**src/rtl/uart_pkg.sv**
```systemverilog
// Shared UART definitions.
// Holds the receiver state encoding and the bit-period helper that both
// uart_rx and uart_tx use to turn a clock rate and baud rate into a
// number of system clocks per serial bit.
package uart_pkg;

    // Receiver frame states: waiting for a start edge, checking the start
    // bit, shifting in data bits, checking the stop bit.
    typedef enum logic [1:0] {
        IDLE  = 2'd0,
        START = 2'd1,
        DATA  = 2'd2,
        STOP  = 2'd3
    } rx_state_t;

    // Whole system clocks per serial bit (integer division, truncating).
    function automatic int clks_per_bit(input int clk_hz, input int baud);
        return clk_hz / baud;
    endfunction

endpackage

```
**src/rtl/uart_rx_fifo.sv**
```systemverilog
// Small receive FIFO for uart_rx.
// Register array with read/write pointers one bit wider than the address so
// full and empty can be told apart; the head entry is read combinationally.
// Ports:
//   clk, reset  - system clock, synchronous active-high reset (empties FIFO)
//   push, din   - write request and data; ignored when full unless popping
//   pop         - read request; ignored when empty
//   dout        - head entry, forced to 0 while empty
//   empty, full - occupancy status
module uart_rx_fifo #(
    parameter int WIDTH = 8,
    parameter int DEPTH = 4
) (
    input  logic             clk,
    input  logic             reset,
    input  logic             push,
    input  logic [WIDTH-1:0] din,
    input  logic             pop,
    output logic [WIDTH-1:0] dout,
    output logic             empty,
    output logic             full
);
    import uart_pkg::*;

    localparam int AW = $clog2(DEPTH);

    logic [WIDTH-1:0] mem [DEPTH];
    logic [AW:0]      wr_ptr;
    logic [AW:0]      rd_ptr;
    logic             do_push;
    logic             do_pop;

    // Full when the pointers address the same slot but are a lap apart.
    // A push on a full FIFO is still accepted when a pop frees the head
    // slot in the same cycle.
    always_comb begin
        empty   = (wr_ptr == rd_ptr);
        full    = (wr_ptr[AW] != rd_ptr[AW]) &&
                  (wr_ptr[AW-1:0] == rd_ptr[AW-1:0]);
        do_pop  = pop && !empty;
        do_push = push && (!full || do_pop);
        dout    = empty ? '0 : mem[rd_ptr[AW-1:0]];
    end

    // Pointers advance on accepted operations and wrap naturally.
    always_ff @(posedge clk) begin
        if (reset) begin
            wr_ptr <= '0;
            rd_ptr <= '0;
        end else begin
            if (do_push) wr_ptr <= wr_ptr + 1'b1;
            if (do_pop)  rd_ptr <= rd_ptr + 1'b1;
        end
    end

    // Storage needs no reset; stale entries are hidden by the pointers.
    always_ff @(posedge clk) begin
        if (do_push) mem[wr_ptr[AW-1:0]] <= din;
    end

endmodule

```
**src/rtl/uart_rx.sv**
```systemverilog
// UART receiver, 8N1, LSB first.
// Oversamples the line on the system clock, checks start and stop bits,
// buffers good bytes in a small FIFO and hands them out with valid/ready.
// Ports:
//   clk, reset          - system clock, synchronous active-high reset
//   rx                  - asynchronous serial input, idle high
//   rx_data, rx_valid   - head-of-FIFO byte and FIFO-not-empty
//   rx_ready            - consumer pop (effective when rx_valid is high)
//   err_clr             - clears the sticky error flags
//   frame_err, overrun  - sticky: bad stop bit / good byte lost to a full FIFO
//   rx_busy             - receiver is inside a frame
//   irq                 - rx_valid | frame_err | overrun
module uart_rx #(
    parameter int CLK_HZ     = 12_000_000,
    parameter int BAUD       = 115200,
    parameter int FIFO_DEPTH = 4
) (
    input  logic       clk,
    input  logic       reset,
    input  logic       rx,
    output logic [7:0] rx_data,
    output logic       rx_valid,
    input  logic       rx_ready,
    input  logic       err_clr,
    output logic       frame_err,
    output logic       overrun,
    output logic       rx_busy,
    output logic       irq
);
    import uart_pkg::*;

    localparam int CPB   = clks_per_bit(CLK_HZ, BAUD);
    localparam int CNT_W = $clog2(CPB);

    logic             rx_meta;
    logic             rxs;
    rx_state_t        state;
    rx_state_t        next_state;
    logic [CNT_W-1:0] cnt;
    logic [2:0]       bit_idx;
    logic [7:0]       shift;
    logic             armed;
    logic             mid_hit;
    logic             full_hit;
    logic             stop_done;
    logic             good_stop;
    logic             fifo_empty;
    logic             fifo_full;
    logic             pop;

    // Two-flop synchronizer; resets to the idle (high) line level so a
    // reset never looks like a start edge.
    always_ff @(posedge clk) begin
        if (reset) begin
            rx_meta <= 1'b1;
            rxs     <= 1'b1;
        end else begin
            rx_meta <= rx;
            rxs     <= rx_meta;
        end
    end

    // State register.
    always_ff @(posedge clk) begin
        if (reset) state <= IDLE;
        else       state <= next_state;
    end

    // Next-state logic. The start bit is checked at its middle so a short
    // glitch returns to IDLE; data and stop bits are then sampled one full
    // bit period apart, which keeps every sample near mid-bit. Leaving STOP
    // at the stop sample re-arms half a bit early for back-to-back frames.
    always_comb begin
        next_state = state;
        mid_hit    = (cnt == CNT_W'(CPB / 2 - 1));
        full_hit   = (cnt == CNT_W'(CPB - 1));
        stop_done  = 1'b0;
        good_stop  = 1'b0;
        case (state)
            IDLE: begin
                if (armed && !rxs) next_state = START;
            end
            START: begin
                if (mid_hit) next_state = rxs ? IDLE : DATA;
            end
            DATA: begin
                if (full_hit && bit_idx == 3'd7) next_state = STOP;
            end
            STOP: begin
                if (full_hit) begin
                    next_state = IDLE;
                    stop_done  = 1'b1;
                    good_stop  = rxs;
                end
            end
            default: next_state = IDLE;
        endcase
    end

    // Bit timing, bit index and shift register. Data arrives LSB first, so
    // each new bit enters at the top and the byte is aligned after eight.
    always_ff @(posedge clk) begin
        if (reset) begin
            cnt     <= '0;
            bit_idx <= '0;
            shift   <= '0;
        end else begin
            case (state)
                IDLE: begin
                    cnt     <= '0;
                    bit_idx <= '0;
                end
                START: begin
                    cnt     <= mid_hit ? '0 : cnt + 1'b1;
                    bit_idx <= '0;
                end
                DATA: begin
                    if (full_hit) begin
                        cnt     <= '0;
                        shift   <= {rxs, shift[7:1]};
                        bit_idx <= bit_idx + 1'b1;
                    end else begin
                        cnt <= cnt + 1'b1;
                    end
                end
                STOP: begin
                    cnt <= full_hit ? '0 : cnt + 1'b1;
                end
                default: cnt <= '0;
            endcase
        end
    end

    // Arm flag: after a low stop bit (framing error or break) the line must
    // be seen high again before IDLE will accept another start edge, so a
    // held-low break produces exactly one error, not a stream of frames.
    always_ff @(posedge clk) begin
        if (reset)                  armed <= 1'b1;
        else if (stop_done && !rxs) armed <= 1'b0;
        else if (rxs)               armed <= 1'b1;
    end

    // Sticky error flags; a new error in the same cycle as err_clr wins.
    // Overrun only counts when no pop frees a slot in that cycle.
    always_ff @(posedge clk) begin
        if (reset) begin
            frame_err <= 1'b0;
            overrun   <= 1'b0;
        end else begin
            if (stop_done && !rxs)                   frame_err <= 1'b1;
            else if (err_clr)                        frame_err <= 1'b0;
            if (good_stop && fifo_full && !pop)      overrun   <= 1'b1;
            else if (err_clr)                        overrun   <= 1'b0;
        end
    end

    assign pop      = rx_valid && rx_ready;
    assign rx_valid = !fifo_empty;
    assign rx_busy  = (state != IDLE);
    assign irq      = rx_valid | frame_err | overrun;

    uart_rx_fifo #(
        .WIDTH (8),
        .DEPTH (FIFO_DEPTH)
    ) u_fifo (
        .clk   (clk),
        .reset (reset),
        .push  (good_stop),
        .din   (shift),
        .pop   (pop),
        .dout  (rx_data),
        .empty (fifo_empty),
        .full  (fifo_full)
    );

endmodule

```
**config.mk**
```make
export PLATFORM = sky130hd
export DESIGN_NAME = uart_rx
export DESIGN_NICKNAME = d
export VERILOG_FILES = /design/src/rtl/uart_pkg.sv /design/src/rtl/uart_rx_fifo.sv /design/src/rtl/uart_rx.sv
export SDC_FILE = /design/constraint.sdc
export NUM_CORES = 1
export LEC_CHECK = 0
export ABC_CLOCK_PERIOD_IN_PS = 2300
export BUFFER_PORTS_ARGS = -buffer_cell sky130_fd_sc_hd__buf_4
export CAP_MARGIN = 40
export CORE_MARGIN = 4
export CORE_UTILIZATION = 50
export CTS_BUF_LIST = sky130_fd_sc_hd__clkbuf_2 sky130_fd_sc_hd__clkbuf_4 sky130_fd_sc_hd__clkbuf_8
export DETAILED_ROUTE_END_ITERATION = 12
export PLACE_DENSITY = 0.75
export SLEW_MARGIN = 20
export SYNTH_ARGS = -nofsm -noshare
export SYNTH_HDL_FRONTEND = slang
export SYNTH_SLANG_ARGS = --single-unit
```
**constraint.sdc**
```tcl
create_clock -name clk -period 2.3 [get_ports clk]
set_input_delay 0.23 -clock clk [delete_from_list [all_inputs] [get_ports clk]]
set_output_delay 0.23 -clock clk [all_outputs]
set_load 0.01 [all_outputs]
```
After elaboration in Yosys (flattened, before gate mapping)
Memories as Yosys holds them, arrays and structs flattened. A register that Yosys moved wholly into a read port is not among the register bits.
Cells that the tools add are included.
{"block": "totals", "reg_bits": 31, "ramBits": 32, "in_bits": 5, "elab_cells": 82, "memories": 1}
{"block": "classes", "addsub": 4, "n_eq_ne": 14, "mux": 25, "bitwise": 2, "n_reduce_logical": 25}
{"name": "u_fifo.mem", "depth": 4, "word_bits": 8, "read_ports": 1, "rd_clocked_by_memory_dff": 1, "wr": 1, "line": "uart_rx_fifo.sv:27", "source": "logic [WIDTH-1:0] mem [DEPTH];"}
{"cell": "one-hot mux 7 bit (3 select lines)", "n": 1}
{"cell": "two-way mux 2 bit", "n": 7}
{"cell": "two-way mux 7 bit", "n": 2}
{"cell": "two-way mux 1 bit", "n": 11}
{"cell": "!= test 2 bit (second input constant)", "n": 5}
{"cell": "nonzero test 2 bit", "n": 5}
{"cell": "adder 3 x 1 -> 3 bit (second input constant)", "n": 3}
{"cell": "logical AND 1 bit", "n": 9}
{"cell": "two-way mux 8 bit", "n": 1}
{"cell": "one-hot mux 2 bit (4 select lines)", "n": 1}
{"cell": "adder 7 x 1 -> 7 bit (second input constant)", "n": 1}
{"cell": "== test 7 x 6 -> 1 bit (second input constant)", "n": 1}
{"cell": "== test 7 bit (second input constant)", "n": 1}
{"cell": "one-hot mux 3 bit (2 select lines)", "n": 1}
{"cell": "== test 2 bit (second input constant)", "n": 2}
{"cell": "logical NOT 1 bit", "n": 4}
{"cell": "AND reduction 2 bit", "n": 2}
{"cell": "AND reduction 4 bit", "n": 1}
{"cell": "OR reduction 2 bit", "n": 2}
{"cell": "== test 3 bit", "n": 1}
{"cell": "== test 3 bit (second input constant)", "n": 1}
{"cell": "two-way mux 3 bit", "n": 1}
{"cell": "== test 2 x 1 -> 1 bit (second input constant)", "n": 1}
{"cell": "== test 2 bit", "n": 1}
{"cell": "4 further kinds", "n": 5}

Longest topological paths before layout
Gate-level depths: netlist of the first run.
{"block": "depth", "depth_word": 8, "depth_mapped": 6, "ltp_nobuf": 6}

Hierarchy
A second synthesis of the first run with hierarchy kept.
{"block": "hier_totals", "hier_cells": 225, "hier_area_um2": 2890.3}
{"mod": "uart_rx_fifo", "n_inst": 1, "cells_each": 104, "area_each_um2": 1707.9, "seq_area_each_um2": 1121.1}
{"mod": "uart_rx", "n_inst": 1, "cells_each": 121, "area_each_um2": 1182.4, "seq_area_each_um2": 500.5}

Least setup slack after synthesis of the first run
No wires, ideal clock.
{"block": "synth_timing", "kind": "reg-to-reg", "startpoint": "reg cnt[0]", "endpoint": "mem u_fifo.mem[3][0] (enable)", "setup_time_ns": 0.332, "arrival_ns": 1.615, "required_ns": 1.968, "slack_ns": 0.353, "stages_incl_launch_ff": 6, "n_path_buf": 0, "synth_period_minus_slack_ns": 1.947, "path_cell_list": "dfxtp_1 > ha_1 > nand4b_4 > nor3_1 > and3_1 > and2_1"}
{"block": "synth_via", "elab_chain_cells": 6}
{"item": "from (decl)", "line": "uart_rx.sv:39", "source": "logic [CNT_W-1:0] cnt;"}
{"item": "from (signal assigned)", "line": "uart_rx.sv:114", "source": "cnt <= mid_hit ? '0 : cnt + 1'b1;"}
{"item": "from (signal assigned)", "line": "uart_rx.sv:123", "source": "cnt <= cnt + 1'b1;"}
{"item": "from (signal assigned)", "line": "uart_rx.sv:127", "source": "cnt <= full_hit ? '0 : cnt + 1'b1;"}
{"item": "== test 7 bit", "line": "uart_rx.sv:76", "source": "full_hit = (cnt == CNT_W'(CPB - 1));"}
{"item": "two-way mux 1 bit", "line": "uart_rx.sv:90", "source": "if (full_hit) begin"}
{"item": "two-way mux 1 bit", "line": "uart_rx.sv:79", "source": "case (state)"}
{"item": "logical AND 1 bit", "line": "uart_rx_fifo.sv:41", "source": "do_push = push && (!full || do_pop);"}
{"item": "two-way mux 1 bit", "line": "uart_rx_fifo.sv:58", "source": "if (do_push) mem[wr_ptr[AW-1:0]] <= din;"}
{"item": "two-way mux 1 bit (not written as such)", "line": "uart_rx_fifo.sv:58"}
{"item": "to (decl)", "line": "uart_rx_fifo.sv:27"}
Every way passes these cells.

==> impl_metrics.xml, run 1 <==
<?xml version="1.0" encoding="UTF-8"?>
<metrics>
  <group name="detailed_routing">
    <metric name="drt_drc_violations_left" unit="">0</metric>
    <metric name="viasPerCell" unit="">5.19</metric>
    <metric name="detail_route.iter0.violations" unit="">117</metric>
    <metric name="avgRoutedWirePerCell" unit="um">14.4</metric>
    <metric name="vias" unit="">1598</metric>
    <metric name="ant_nets" unit="">0</metric>
    <metric name="detail_route.first_pass.iterations" unit="">4</metric>
    <metric name="routed_wire_length" unit="um">4420</metric>
  </group>
  <group name="synthesis">
    <metric name="synth_cell_type_count" unit="">38</metric>
    <metric name="library_cell_with_the_largest_summed_area_after_synthesis" unit="">sky130_fd_sc_hd__edfxtp_1</metric>
    <metric name="number_of_nets_in_the_synthesized_netlist" unit="">223</metric>
    <metric name="synth_cells" unit="">209</metric>
    <metric name="synthesis.area_per_instance" unit="sq um">12.9</metric>
    <metric name="postSynthRegisterBits" unit="">65</metric>
    <metric name="synth_warnings" unit="">0</metric>
    <metric name="synth_top_area_share" unit="%">35.5</metric>
    <metric name="top_post_synthesis_cells_by_area" unit="">sky130_fd_sc_hd__edfxtp_1, sky130_fd_sc_hd__dfxtp_1, sky130_fd_sc_hd__mux4_2, sky130_fd_sc_hd__ha_1, sky130_fd_sc_hd__mux2i_1</metric>
    <metric name="post_synth_instance_area" unit="sq um">2710</metric>
    <metric name="synth_seq_area_share" unit="%">59.9</metric>
  </group>
  <group name="clock_network">
    <metric name="clk_pin_slew_worst_paths" unit="ps">70</metric>
    <metric name="clk_root_buffer_cell" unit="">sky130_fd_sc_hd__clkbuf_8</metric>
    <metric name="clock_tree_from_tritoncts" unit="">yes</metric>
    <metric name="numClockSinks" unit="">65</metric>
    <metric name="cts.htree.levels" unit="">3</metric>
    <metric name="clk_path_buf_depth" unit="">2</metric>
    <metric name="cts_made_buffers" unit="">9</metric>
    <metric name="post_cts.repair.setup_buffers" unit="">0</metric>
    <metric name="worst_skew_pair.late_latency" unit="ps">340</metric>
    <metric name="cts_resized" unit="">0</metric>
    <metric name="cts_hold_buf" unit="">0</metric>
  </group>
  <group name="worst_setup_path">
    <metric name="r2r_start" unit="">cnt[0]</metric>
    <metric name="critical_path.startpoint_type" unit="">flip-flop</metric>
    <metric name="worstPathRequired" unit="ps">2070</metric>
    <metric name="worst-path-buf-inv" unit="">1</metric>
    <metric name="timing.critical_path.slowest_stage_cell" unit="">sky130_fd_sc_hd__dfxtp_1</metric>
    <metric name="worstPathArrival" unit="ps">1830</metric>
    <metric name="timing.critical_path.slowest_cell_delay" unit="ps">640</metric>
    <metric name="cp_max_fanout" unit="">8</metric>
    <metric name="ff2ff_setup_slack" unit="ps">250</metric>
    <metric name="rr_endpoint" unit="">u_fifo.mem[0][7]</metric>
    <metric name="timing.critical_path.cells" unit="">mux4_2, nor2b_1, buf_4</metric>
    <metric name="endpoint_kind" unit="">primary output</metric>
    <metric name="criticalPathCategory" unit="">reg2out</metric>
    <metric name="path_delay_family" unit="">flip-flops</metric>
    <metric name="reg2regPathDepth" unit="">5</metric>
  </group>
  <group name="floorplan">
    <metric name="pin_count" unit="">18</metric>
    <metric name="start_util" unit="%">52.3</metric>
    <metric name="total_die_area" unit="sq um">6650</metric>
    <metric name="dieWidth" unit="um">81.6</metric>
    <metric name="standard_cell_core_area" unit="sq um">5170</metric>
    <metric name="floorplan.die.height" unit="um">81.6</metric>
    <metric name="placement_rows" unit="">26</metric>
  </group>
  <group name="finish">
    <metric name="net_count_final" unit="">247</metric>
    <metric name="filler_cell_count" unit="">417</metric>
    <metric name="final_core_util" unit="%">59.9</metric>
    <metric name="post_route_cells_drive_above_1_share" unit="%">21.4</metric>
    <metric name="n_antenna_cell" unit="">0</metric>
    <metric name="area_growth_syn_to_layout" unit="%">14.5</metric>
  </group>
  <group name="run">
    <metric name="drv.max_cap_violation_count" unit="">0</metric>
  </group>
  <group name="place">
    <metric name="detailed_place_hpwl" unit="um">3080</metric>
    <metric name="placer_s_final_routability_congestion_estimate" unit="">0.756</metric>
    <metric name="port-buffer-count" unit="">17</metric>
  </group>
  <group name="min_path">
    <metric name="hold-path-cell-count" unit="">2</metric>
    <metric name="holdPathEnd" unit="">rx_meta</metric>
    <metric name="hold_path.startpoint" unit="">rx</metric>
    <metric name="worst_hold_path_type" unit="">in2reg</metric>
  </group>
  <group name="sta">
    <metric name="timing_worst_slew_pin_value" unit="ps">553</metric>
    <metric name="min_period_over_period" unit="%">89.7</metric>
    <metric name="final_period_minus_worst_setup_slack" unit="ps">2060</metric>
    <metric name="slew_headroom" unit="%">62.7</metric>
    <metric name="timing.final.max_slew_violations" unit="">0</metric>
    <metric name="final_setup_violating_endpoints" unit="">0</metric>
    <metric name="timing.clock.skew" unit="ps">7.30</metric>
    <metric name="timing.setup.tns" unit="ps">0</metric>
    <metric name="timing.final.hold_violations" unit="">0</metric>
    <metric name="achievable-frequency" unit="MHz">485</metric>
    <metric name="setup_repair_after_global_routing_missed_its_margin" unit="">false</metric>
  </group>
  <group name="power_and_ir_drop">
    <metric name="clkPwrFrac" unit="%">41.8</metric>
    <metric name="share_comb_of_total_power" unit="%">1.1</metric>
    <metric name="seq_power_share" unit="%">57.1</metric>
    <metric name="leakage" unit="nW">1.14</metric>
    <metric name="switching_power" unit="mW">0.442</metric>
    <metric name="maximum_ir_drop_on_the_vdd_rail" unit="mV">0.352</metric>
    <metric name="p_int" unit="mW">1.68</metric>
    <metric name="switching_share" unit="%">20.9</metric>
    <metric name="power_per_cell_area" unit="nW/um^2">684</metric>
  </group>
  <group name="status">
    <metric name="run_status" unit="">completed</metric>
  </group>
  <group name="global_route">
    <metric name="antenna_violations_before_repair" unit="">0</metric>
    <metric name="globalRouteTotalUtil" unit="%">15.3</metric>
    <metric name="largest_net_degree_at_the_start_of_global_routing" unit="">25</metric>
    <metric name="grt.overflow.total" unit="">0</metric>
    <metric name="grt_pass1_vias" unit="">1504</metric>
    <metric name="grt_first_pass_wirelength" unit="um">7380</metric>
  </group>
</metrics>
## area by class of cell
type | instances | area [sq um] | area share (%)
timing repair buffer | 20 | 150 | 4.85
clock inverter | 4 | 25.0 | 0.808
tap | 70 | 87.6 | 2.83
multi-input combinational | 127 | 1020 | 32.8
sequential | 65 | 1620 | 52.3
inverter | 10 | 37.5 | 1.21
clock buffer | 12 | 159 | 5.13
## sequential cells by signal, indices dropped and copies added (netlist names), named ones only
| register | flops |
|---|---|
| u_fifo.mem | 32 |
| shift | 8 |
| cnt | 7 |
| bit_idx | 3 |
| u_fifo.rd_ptr | 3 |
| u_fifo.wr_ptr | 3 |
| armed | 1 |
| frame_err | 1 |
| overrun | 1 |
| rx_meta | 1 |
| rxs | 1 |
| state | 1 |
## worst max-delay path by stage
stage	slack (ps)	cells after the start	start	endpoint
6_report	240	3	flip-flop	rx_data[2]
3_5_place_dp	260	5	cnt[0]	u_fifo.mem[0][0]
3_3_place_gp	330	5	cnt[0]	u_fifo.mem[0][0]
2_1_floorplan	350	5	cnt[0]	u_fifo.mem[3][0]
4_1_cts	170	3	flip-flop	rx_data[2]
5_1_grt	80	3	flip-flop	rx_data[2]
## cell usage in the layout (no fill, tap or decap), drive strengths merged, types with 4 or more instances in the layout
cell	Yosys	layout
a21oi	7	7
and2	4	4
buf	3	20
clkbuf	4	12
dfxtp	33	33
edfxtp	32	32
ha	9	9
inv	9	11
mux2i	11	11
mux4	8	8
nand2	6	6
nand3	4	4
nor2	22	22
nor2b	8	8
nor3	5	5
o21ai	5	5
or3	5	5
xnor2	4	4
xor2	6	6
## through the flow
| stage | hold slack (ps) | std cells | power (mW) | setup slack (ps) | instance area, sq um |
|---|---|---|---|---|---|
| 2_1_floorplan | 329 | 209 | 1.25 | 353 | 2710 |
| 3_3_place_gp | 392 | 292 | 1.26 | 332 | 2910 |
| 3_5_place_dp | 396 | 292 | 1.26 | 261 | 2910 |
| 4_1_cts | 51.7 | 308 | 2.14 | 165 | 3100 |
| 5_1_grt | 48.7 | 308 | 2.20 | 77.3 | 3100 |
| 6_report | 69.6 | 308 | 2.12 | 237 | 3100 |
## cell families after synthesis
family | count (synthesis) | share of synthesized area [%]
and+or+nand+nor | 68 | 14.5
muxes | 19 | 10.7
xor gates and xnor gates | 10 | 3.24
adders and majority gates | 9 | 4.16
DFF | 65 | 59.9
buffers and inverters | 17 | 2.45
AOI/OAI and AO/OA | 21 | 5.00
## power by group through the flow
stage,clock [mW],combinational [mW],sequential [mW]
after detailed placement,0,0.0244,1.24
after global routing,0.965,0.0272,1.21
final,0.885,0.0244,1.21
after CTS,0.907,0.0245,1.21
after global placement,0,0.0239,1.24
after floorplan,0,0.0132,1.23
## per-layer routing
metal  vias up  part of all wire, %  GRT usage [%]
met3         6                  5.4           6.47
li1        808                    -              -
met2        32                   45           22.1
met4         0                  1.6           7.09
met5         -                    0              0
met1       752                   48           20.0
## synthesized netlist by cell type (all sizes together)
cell type	n
nor3	5
edfxtp	32
mux2i	11
ha	9
o31ai	3
nand3	4
inv	9
o41ai	1
a22oi	1
xor2	6
o21ai	5
or2	2
nor2b	8
a21oi	7
nand4b	1
nand4	2
or4	3
a311oi	1
a311o	1
or3	5
buf	3
and2	4
mux4	8
xnor2	4
nand2	6
nor2	22
dfxtp	33
a21o	1
and4bb	1
clkbuf	4
clkinv	1
a211o	1
nor4	2
nand2b	2
and3	1
Power figures use the tool's default switching activity.
==> inputs of run 2 (changes only) <==
--- a/config.mk
+++ b/config.mk
@@ -5,9 +5,11 @@
 export SDC_FILE = /design/constraint.sdc
 export NUM_CORES = 1
 export LEC_CHECK = 0
+export ABC_AREA = 1
 export ABC_CLOCK_PERIOD_IN_PS = 2300
 export BUFFER_PORTS_ARGS = -buffer_cell sky130_fd_sc_hd__buf_4
 export CAP_MARGIN = 40
+export CORE_ASPECT_RATIO = 0.8
 export CORE_MARGIN = 4
 export CORE_UTILIZATION = 50
 export CTS_BUF_LIST = sky130_fd_sc_hd__clkbuf_2 sky130_fd_sc_hd__clkbuf_4 sky130_fd_sc_hd__clkbuf_8
==> run 2 against run 1 <==
Effect of this change:
- clock-buffer cell count rose by 2
- sequential power barely moved
- combinational power rose by 34%
- clock power fell by 7.3%
- wire length rose by 14%
- global-route usage rose by 1.2 points
- sequential share of layout area fell by 2.6 points
- setup slack improved by 22 ps
- synthesized cell count rose by 39%
- critical path depth rose by 4
- area after synthesis rose by 6.2%
==> impl_metrics.xml, run 2 <==
<?xml version="1.0" encoding="UTF-8"?>
<metrics>
  <group name="status">
    <metric name="run_status" unit="">completed</metric>
  </group>
  <group name="sta">
    <metric name="final_setup_violating_endpoints" unit="">0</metric>
    <metric name="setup_repair_after_global_routing_missed_its_margin" unit="">false</metric>
    <metric name="achievable-frequency" unit="MHz">490</metric>
    <metric name="min_period_over_period" unit="%">88.7</metric>
    <metric name="final_period_minus_worst_setup_slack" unit="ps">2040</metric>
    <metric name="timing.final.hold_violations" unit="">0</metric>
    <metric name="timing.final.max_slew_violations" unit="">0</metric>
    <metric name="final.setup.worst_slack" unit="ps">259</metric>
    <metric name="timing.hold.ws" unit="ps">88.4</metric>
    <metric name="timing_worst_slew_pin_value" unit="ps">474</metric>
    <metric name="timing.clock.skew" unit="ps">7.25</metric>
    <metric name="slew_headroom" unit="%">68.4</metric>
    <metric name="timing.setup.tns" unit="ps">0</metric>
  </group>
  <group name="synthesis">
    <metric name="synth_seq_area_share" unit="%">56.4</metric>
    <metric name="top_post_synthesis_cells_by_area" unit="">sky130_fd_sc_hd__edfxtp_1, sky130_fd_sc_hd__dfxtp_1, sky130_fd_sc_hd__nor2_1, sky130_fd_sc_hd__nand2_1, sky130_fd_sc_hd__ha_1</metric>
    <metric name="synth_cells" unit="">290</metric>
    <metric name="postSynthRegisterBits" unit="">65</metric>
    <metric name="synth-edff-count" unit="">32</metric>
    <metric name="dominant_cell_by_count_in_the_synthesized_netlist" unit="">sky130_fd_sc_hd__nor2_1</metric>
    <metric name="async_s_r_ff_share_synth" unit="%">0</metric>
    <metric name="synth_warnings" unit="">0</metric>
    <metric name="synth.top_cells.by_count" unit="">sky130_fd_sc_hd__nor2_1, sky130_fd_sc_hd__nand2_1, sky130_fd_sc_hd__dfxtp_1</metric>
    <metric name="synthesis.area_per_instance" unit="sq um">9.91</metric>
    <metric name="number_of_nets_in_the_synthesized_netlist" unit="">304</metric>
    <metric name="library_cell_with_the_largest_summed_area_after_synthesis" unit="">sky130_fd_sc_hd__edfxtp_1</metric>
    <metric name="post_synth_instance_area" unit="sq um">2870</metric>
    <metric name="yosys_most_used_dff" unit="">sky130_fd_sc_hd__dfxtp_1</metric>
    <metric name="synth_cell_type_count" unit="">33</metric>
    <metric name="synth_top_area_share" unit="%">33.4</metric>
  </group>
  <group name="finish">
    <metric name="final_core_util" unit="%">59.4</metric>
    <metric name="area_growth_syn_to_layout" unit="%">13.5</metric>
    <metric name="filler_cell_count" unit="">457</metric>
    <metric name="layout_common_cells" unit="">sky130_fd_sc_hd__nor2_1, sky130_fd_sc_hd__nand2_1, sky130_fd_sc_hd__dfxtp_1</metric>
    <metric name="post_layout_nonfiller_instances" unit="">399</metric>
    <metric name="net_count_final" unit="">330</metric>
    <metric name="area.sequential" unit="sq um">1620</metric>
    <metric name="final_common_cell" unit="">sky130_fd_sc_hd__nor2_1</metric>
    <metric name="n_antenna_cell" unit="">0</metric>
    <metric name="post_route_cells_drive_above_1_share" unit="%">21.8</metric>
    <metric name="post-route-cell-area" unit="sq um">3260</metric>
    <metric name="largest_register_ffs" unit="">32</metric>
    <metric name="total_area_of_multi_input_combinational_cells" unit="sq um">1070</metric>
  </group>
  <group name="min_path">
    <metric name="worst_hold_path_type" unit="">in2reg</metric>
    <metric name="hold_path.startpoint" unit="">rx</metric>
  </group>
  <group name="power_and_ir_drop">
    <metric name="maximum_ir_drop_on_the_vdd_rail" unit="mV">0.364</metric>
    <metric name="report.power.total" unit="mW">2.06</metric>
    <metric name="power_per_cell_area" unit="nW/um^2">632</metric>
    <metric name="leakage" unit="nW">1.34</metric>
  </group>
  <group name="clock_network">
    <metric name="cts.htree.levels" unit="">3</metric>
    <metric name="post_cts.repair.setup_buffers" unit="">0</metric>
    <metric name="worst_skew_pair.late_latency" unit="ps">330</metric>
    <metric name="cts_hold_buf" unit="">0</metric>
    <metric name="clock_tree_from_tritoncts" unit="">yes</metric>
    <metric name="numClockSinks" unit="">65</metric>
    <metric name="clk_path_buf_depth" unit="">2</metric>
    <metric name="clk_root_buffer_cell" unit="">sky130_fd_sc_hd__clkbuf_8</metric>
    <metric name="clk_pin_slew_worst_paths" unit="ps">60</metric>
    <metric name="cts_made_buffers" unit="">9</metric>
    <metric name="cts_resized" unit="">0</metric>
  </group>
  <group name="worst_setup_path">
    <metric name="worstPathArrival" unit="ps">1810</metric>
    <metric name="criticalPathCategory" unit="">reg2out</metric>
    <metric name="endpoint_kind" unit="">primary output</metric>
    <metric name="critical_path.startpoint_type" unit="">flip-flop</metric>
    <metric name="cp_max_fanout" unit="">17</metric>
    <metric name="worstPathRequired" unit="ps">2070</metric>
    <metric name="ff2ff_setup_slack" unit="ps">560</metric>
    <metric name="r2r_start" unit="">cnt[0]</metric>
  </group>
  <group name="global_route">
    <metric name="antenna_violations_before_repair" unit="">0</metric>
    <metric name="grt_pass1_vias" unit="">1808</metric>
    <metric name="globalRouteTotalUtil" unit="%">16.6</metric>
    <metric name="grt_first_pass_wirelength" unit="um">8740</metric>
    <metric name="grt.overflow.total" unit="">0</metric>
    <metric name="largest_net_degree_at_the_start_of_global_routing" unit="">19</metric>
  </group>
  <group name="detailed_routing">
    <metric name="ant_nets" unit="">0</metric>
    <metric name="detail_route.iter0.violations" unit="">126</metric>
    <metric name="detail_route.first_pass.iterations" unit="">8</metric>
    <metric name="drt_drc_violations_left" unit="">0</metric>
    <metric name="vias" unit="">1994</metric>
    <metric name="routed_wire_length" unit="um">5050</metric>
    <metric name="avgRoutedWirePerCell" unit="um">12.7</metric>
    <metric name="viasPerCell" unit="">5.00</metric>
  </group>
  <group name="floorplan">
    <metric name="floorplan.die.height" unit="um">75.8</metric>
    <metric name="total_die_area" unit="sq um">7030</metric>
    <metric name="standard_cell_core_area" unit="sq um">5500</metric>
    <metric name="pin_count" unit="">18</metric>
    <metric name="start_util" unit="%">52.3</metric>
    <metric name="placement_rows" unit="">24</metric>
    <metric name="dieWidth" unit="um">92.8</metric>
  </group>
  <group name="place">
    <metric name="detailed_place_hpwl" unit="um">3550</metric>
    <metric name="pre_cts_slack" unit="ps">551</metric>
    <metric name="placedInstanceArea" unit="sq um">3090</metric>
    <metric name="placer_s_final_routability_congestion_estimate" unit="">0.751</metric>
    <metric name="port-buffer-count" unit="">17</metric>
    <metric name="dp_cells" unit="">383</metric>
  </group>
  <group name="run">
    <metric name="drv.max_cap_violation_count" unit="">0</metric>
  </group>
</metrics>
## run 2: changes by cell type after synthesis, moves of 9 or more
| cell | delta |
|---|---|
| sky130_fd_sc_hd__nand2_2 | +12 |
| sky130_fd_sc_hd__mux2i_1 | -11 |
| sky130_fd_sc_hd__nor2_1 | +27 |
| sky130_fd_sc_hd__nand2_1 | +34 |
| sky130_fd_sc_hd__inv_1 | +20 |
| sky130_fd_sc_hd__a21oi_2 | +9 |
## run 2: routing by layer
metal / vias up / global-route usage, % / wire [um]
li1: 1015 / - / -
met1: 920 / 22.3 / 2480
met2: 53 / 24.7 / 2230
met3: 6 / 5.03 / 284
met4: 0 / 8.13 / 59
met5: - / 0 / 0
## run 2: final timing paths
check / endpoint / cells past startpoint
hold / removal: rx_meta / 2
setup / recovery: rx_data[7] / 7
hold reg to reg: rxs / 1
setup reg to reg: u_fifo.mem[0][1] / 8
## run 2: kinds of logic after synthesis
group / count (synthesis) / synth area share, %
fa+ha+maj: 9 / 3.92
buf+inv: 41 / 6.40
simple gates: 125 / 21.1
compound gates: 41 / 9.45
flops: 65 / 56.4
xor+xnor: 9 / 2.74
## run 2: report_power, final
part | switching, mW | internal (mW) | total (mW) | leakage [nW]
Clock | 0.375 | 0.445 | 0.820 | 0.0908
Combinational | 0.0211 | 0.0117 | 0.0328 | 0.681
Sequential | 0.00421 | 1.21 | 1.21 | 0.572
## run 2: worst max-delay path, stage by stage (launching register included)
cell and delay (ps):
sky130_fd_sc_hd__dfxtp_1 300, sky130_fd_sc_hd__buf_4 180, sky130_fd_sc_hd__inv_1 370, sky130_fd_sc_hd__nor2_1 90, sky130_fd_sc_hd__o32ai_1 300, sky130_fd_sc_hd__nand2_1 80, sky130_fd_sc_hd__inv_1 60, sky130_fd_sc_hd__buf_4 110
## run 2: cell type report
cell class	instances	share of cell area, %
well taps	78	2.99
flip-flops and latches	65	49.7
repair buffers	23	5.29
clock buffers	14	4.95
inverters	33	4.10
clock inverters	2	0.230
multi-input cells	184	32.7
